File: src/rtl/sorted_vector_serializer.sv
// Buffers whole sorted vectors in a small FIFO and replays them one element per
// cycle on a valid/ready stream, tagging each element with its index and a last flag.
module sorted_vector_serializer #(
  parameter int NUMBER_WIDTH   = 10,
  parameter int NUMBERS_AMOUNT = 10,
  parameter int FIFO_DEPTH     = 4,
  parameter int DESCENDING     = 0,
  localparam int IDX_W = (NUMBERS_AMOUNT > 1) ? $clog2(NUMBERS_AMOUNT) : 1
) (
  input  logic                                         clk_i,
  input  logic                                         rst_i,
  input  logic [NUMBERS_AMOUNT-1:0][NUMBER_WIDTH-1:0]  data_i,
  input  logic                                         data_valid_i,
  output logic [NUMBER_WIDTH-1:0]                      data_o,
  output logic [IDX_W-1:0]                             data_idx_o,
  output logic                                         data_valid_o,
  output logic                                         data_last_o,
  input  logic                                         data_ready_i,
  output logic                                         overflow_o,
  output logic                                         fifo_full_o,
  output logic                                         fifo_empty_o
);

  localparam int PTR_W = (FIFO_DEPTH > 1) ? $clog2(FIFO_DEPTH) : 1;
  localparam int CNT_W = PTR_W + 1;
  localparam logic [IDX_W-1:0] LAST_IDX = IDX_W'(NUMBERS_AMOUNT - 1);
  localparam logic [CNT_W-1:0] FULL_CNT = CNT_W'(FIFO_DEPTH);

  typedef logic [NUMBERS_AMOUNT-1:0][NUMBER_WIDTH-1:0] vec_t;
  typedef enum logic {IDLE, SEND} state_t;

  vec_t             mem_q [FIFO_DEPTH];
  logic [PTR_W-1:0] wr_ptr_q, rd_ptr_q;
  logic [CNT_W-1:0] count_q;
  logic             overflow_q;
  logic             fifo_full, fifo_empty;
  logic             push, pop;

  state_t           state_q, state_n;
  vec_t             vec_q, vec_n;
  logic [IDX_W-1:0] idx_q, idx_n;
  logic [IDX_W-1:0] sel;

  assign fifo_full  = (count_q == FULL_CNT);
  assign fifo_empty = (count_q == '0);
  // A pop in the same cycle frees a slot, so a full FIFO can still accept.
  assign push = data_valid_i && (!fifo_full || pop);

  always_ff @(posedge clk_i) begin
    if (push) mem_q[wr_ptr_q] <= data_i;
  end

  always_ff @(posedge clk_i or posedge rst_i) begin
    if (rst_i) begin
      wr_ptr_q   <= '0;
      rd_ptr_q   <= '0;
      count_q    <= '0;
      overflow_q <= 1'b0;
    end else begin
      if (push) wr_ptr_q <= wr_ptr_q + 1'b1;
      if (pop)  rd_ptr_q <= rd_ptr_q + 1'b1;
      if (push && !pop)      count_q <= count_q + 1'b1;
      else if (!push && pop) count_q <= count_q - 1'b1;
      if (data_valid_i && !push) overflow_q <= 1'b1;
    end
  end

  always_ff @(posedge clk_i or posedge rst_i) begin
    if (rst_i) begin
      state_q <= IDLE;
      vec_q   <= '0;
      idx_q   <= '0;
    end else begin
      state_q <= state_n;
      vec_q   <= vec_n;
      idx_q   <= idx_n;
    end
  end

  // Stream handshake: an element transfers on a cycle where data_valid_o and
  // data_ready_i are both high; while valid is high and ready low, data/idx/last hold.
  always_comb begin
    state_n = state_q;
    vec_n   = vec_q;
    idx_n   = idx_q;
    pop     = 1'b0;
    case (state_q)
      IDLE: begin
        if (!fifo_empty) begin
          pop     = 1'b1;
          vec_n   = mem_q[rd_ptr_q];
          idx_n   = '0;
          state_n = SEND;
        end
      end
      SEND: begin
        if (data_ready_i) begin
          if (idx_q == LAST_IDX) begin
            if (!fifo_empty) begin
              pop   = 1'b1;
              vec_n = mem_q[rd_ptr_q];
              idx_n = '0;
            end else begin
              state_n = IDLE;
            end
          end else begin
            idx_n = idx_q + 1'b1;
          end
        end
      end
      default: state_n = IDLE;
    endcase
  end

  assign sel          = (DESCENDING != 0) ? (LAST_IDX - idx_q) : idx_q;
  assign data_o       = vec_q[sel];
  assign data_idx_o   = idx_q;
  assign data_valid_o = (state_q == SEND);
  assign data_last_o  = data_valid_o && (idx_q == LAST_IDX);
  assign overflow_o   = overflow_q;
  assign fifo_full_o  = fifo_full;
  assign fifo_empty_o = fifo_empty;

endmodule

File: config.mk
export PLATFORM = sky130hd
export DESIGN_NAME = sorted_vector_serializer
export DESIGN_NICKNAME = d
export VERILOG_FILES = /design/src/rtl/sorted_vector_serializer.sv
export SDC_FILE = /design/constraint.sdc
export NUM_CORES = 1
export LEC_CHECK = 0
export CAP_MARGIN = 0
export CORE_MARGIN = 2
export CORE_UTILIZATION = 55
export DETAILED_ROUTE_END_ITERATION = 10
export GPL_ROUTABILITY_DRIVEN = 1
export MAX_ROUTING_LAYER = met4
export PLACE_DENSITY = 0.77
export SLEW_MARGIN = 10
export SYNTH_ARGS = -nofsm -noshare
export SYNTH_HDL_FRONTEND = slang
export SYNTH_SLANG_ARGS = --single-unit
File: constraint.sdc
create_clock -name clk_i -period 9.1 [get_ports clk_i]
set_clock_uncertainty 0.05 [all_clocks]
set_input_delay 1.365 -clock clk_i [delete_from_list [all_inputs] [get_ports clk_i]]
set_output_delay 1.365 -clock clk_i [all_outputs]
set_load 0.03 [all_outputs]
==> results.py <==
metrics = {
    "setup_path": {
        "critical_path_class": "flop to primary output",
        "worstPathMaxFanout": 46,
        "cp-start-kind": "flop",
        "crit_path_max_incr_delay_ns": 0.77,
        "cp.required_ns": 7.69,
        "crit_path_top_delay_cell": "clkdlybuf4s50_1",
        "end_kind": "primary output",
        "path_cells": "buf_4 > mux4_2 > nor2_1 > o32ai_1 > clkdlybuf4s50_1",
        "crit_arrival_ns": 3.33,
    },
    "global_routing": {
        "grt.total_usage_pct": 21.6,
        "grt_pass1_wl_um": 59500,
        "grt_pass1_vias": 9642,
        "antenna_found_initial": 0,
        "grt_max_degree": 68,
        "grt_overflow": 0,
    },
    "floorplanning": {
        "ios": 123,
        "std_cell_rows": 70,
        "die_area_mm2": 0.0381,
        "start_util_pct": 55.4,
        "die_w_um": 195,
        "core_mm2": 0.0363,
        "die_y_um": 195,
    },
    "job": {
        "max_cap_violations": 0,
    },
    "cts": {
        "cts-root-buf": "clkbuf_16",
        "hold_buffers": 0,
        "cts_resized": 0,
        "postCtsSetupRepairBufs": 0,
        "cts_tree": "done",
        "cts_sinks": 513,
        "cts.reportedPaths.clkPinSlew_ns": 0.06,
        "cts_made_buffers": 50,
        "clock_path_buffers": 3,
        "htree_num_levels": 2,
        "insertion_delay_ns": 0.58,
    },
    "timing": {
        "final-max-slew-violation-count": 0,
        "rsz0062_at_grt": "false",
        "post-route-period-util_pct": 52.2,
        "tightest_slew_ns": 1.09,
        "post-route-min-period_ns": 4.75,
        "fmax_mhz": 211,
        "holdWs_ns": 0.437,
        "tns_ns": 0,
        "final_hold_viol_count": 0,
        "slew_headroom_pct": 27.5,
        "setup_viol": 0,
    },
    "finish": {
        "nFillCells": 2370,
        "area_growth_pct": 16.0,
        "multi_input_area_mm2": 0.00483,
        "final_cell_mix": "edfxtp_1 (400), clkdlybuf4s50_1 (122), mux4_2 (110), dfrtp_1 (110), mux2_4 (67)",
        "insertedDiodeCount": 0,
        "regArea_mm2": 0.0148,
        "finalNetCount": 1144,
        "final_layout_size_suffix_gt1_share_pct": 31.3,
        "final_common_cell": "edfxtp_1",
    },
    "placed_design": {
        "place_congestion": 0.746,
        "hpwl_um": 23000,
        "port_buffers": 122,
    },
    "drt": {
        "dr_total_vias": 9145,
        "drtIter0Drc": 760,
        "firstDrtPassIters": 5,
        "via_per_inst": 5.93,
        "routedWlPerCell_um": 25.1,
        "drtAntennaViolNets": 0,
        "drc_errors": 0,
        "routed_wirelength_um": 38700,
    },
    "yosys": {
        "synth_edf_count": 400,
        "syn_inst": 891,
        "yosysUniqueCellTypes": 39,
        "synth-seq-cells": 513,
        "synth_nets": 1003,
        "synthFlopType": "edfxtp_1",
        "synth_area_mm2": 0.0201,
        "async_reset_ff_share_pct": 22.0,
        "synth.avg_cell_area_um2": 22.6,
        "yosysSeqAreaShare_pct": 73.8,
        "yosysWarnings": 0,
    },
    "worst_hold_path": {
        "hp-class": "flop to flop",
    },
    "power": {
        "power_density_mw_per_mm2": 342,
        "vdd_drop_max_mv": 0.230,
        "p_leak_uw": 0.00807,
    },
    "run_status": {
        "status": "finished clean",
    },
}
where the power goes:
group	internal (uW)	switching [uW]
logic	1220	1150
registers	3190	323
clock network	1220	875
sequential cells by signal, summed over array words and instances, names as in the netlist:
name / count
wr_ptr_q: 2
count_q: 3
mem_q: 400
data_idx_o: 4
data_valid_o: 1
vec_q: 100
overflow_o: 1
rd_ptr_q: 2
layout make-up:
class,count,area share [%]
clock inverter,31,1.62
multi-input combinational,325,20.7
timing repair buffer,134,5.62
inverter,8,0.140
tap,468,2.51
sequential,513,63.7
clock buffer,63,5.70
synth_stat cells, drive strengths merged, types with 2 or more instances:
| master | instances | share of area [%] |
|---|---|---|
| edfxtp | 400 | 60 |
| mux2 | 121 | 8.0 |
| dfrtp | 113 | 14 |
| mux4 | 110 | 12 |
| buf | 33 | 1.8 |
| clkbuf | 12 | 0.22 |
| nor2 | 12 | 0.22 |
| mux2i | 11 | 0.55 |
| o22ai | 11 | 0.34 |
| o32ai | 10 | 0.44 |
| nand2 | 9 | 0.18 |
| inv | 8 | 0.15 |
| ha | 7 | 0.44 |
| and2 | 5 | 0.16 |
| o21ai | 4 | 0.10 |
| xnor2 | 4 | 0.21 |
| xor2 | 3 | 0.13 |
| a21oi | 2 | 0.11 |
| a22o | 2 | 0.087 |
| nand2b | 2 | 0.062 |
| nand3 | 2 | 0.050 |
worst max-delay path, delay by kind of cell, from the launching register on:
kind | cells | cell delay [ns]
AND/OR/NAND/NOR | 1 | 0.05
AO/OA/AOI/OAI | 1 | 0.51
multiplexers | 1 | 0.41
buffers and inverters | 2 | 1.38
flip-flops | 1 | 0.34
worst paths after layout:
kind / end / slack [ns] / from / cells past startpoint
max: data_o[8] / 4.35 / data_idx_o[0] / 5
min: overflow_o / 0.44 / overflow_o / 1
max reg2reg: mem_q[0][6] / 4.81 / data_idx_o[0] / 6
min reg2reg: overflow_o / 0.44 / overflow_o / 1
max in group asynchronous: vec_q[85] / 6.45 / rst_i / 3
min in group asynchronous: count_q[1] / 1.17 / rst_i / 2
through the flow:
step	total power [uW]	utilization [%]	cell area, um2	setup WS [ns]	instances
final	7980	64.3	23300	4.35	1542
after global placement	5900	59.6	21600	4.22	1448
after global routing	8330	64.3	23300	4.20	1542
after floorplan	5290	-	20100	4.26	891
after CTS	8070	64.3	23300	4.24	1542
after detailed placement	5960	59.6	21600	4.16	1448
cell families (layout without fill, tap and decap cells):
kind of cell	after synthesis	after routing	share of synthesized area [%]
AO/OA/AOI/OAI	34	34	1.26
XOR/XNOR	7	7	0.342
adder cells (fa/ha/maj)	8	8	0.535
buffers and inverters	53	236	2.17
flip-flops	513	513	73.8
multiplexers	242	242	20.9
AND/OR/NAND/NOR	34	34	0.946
layer usage:
metal  share of wire, %  track usage (%)  up-vias  wire length (um)
li1                   -                -     3917                 -
met1                 42             29.8     4859             16300
met2                 49             33.2      301             18900
met3                6.9             4.61       68              2660
met4                2.4             6.05        0               919
met5                  0                -        -                 0
(Power assumes the default switching activity.)
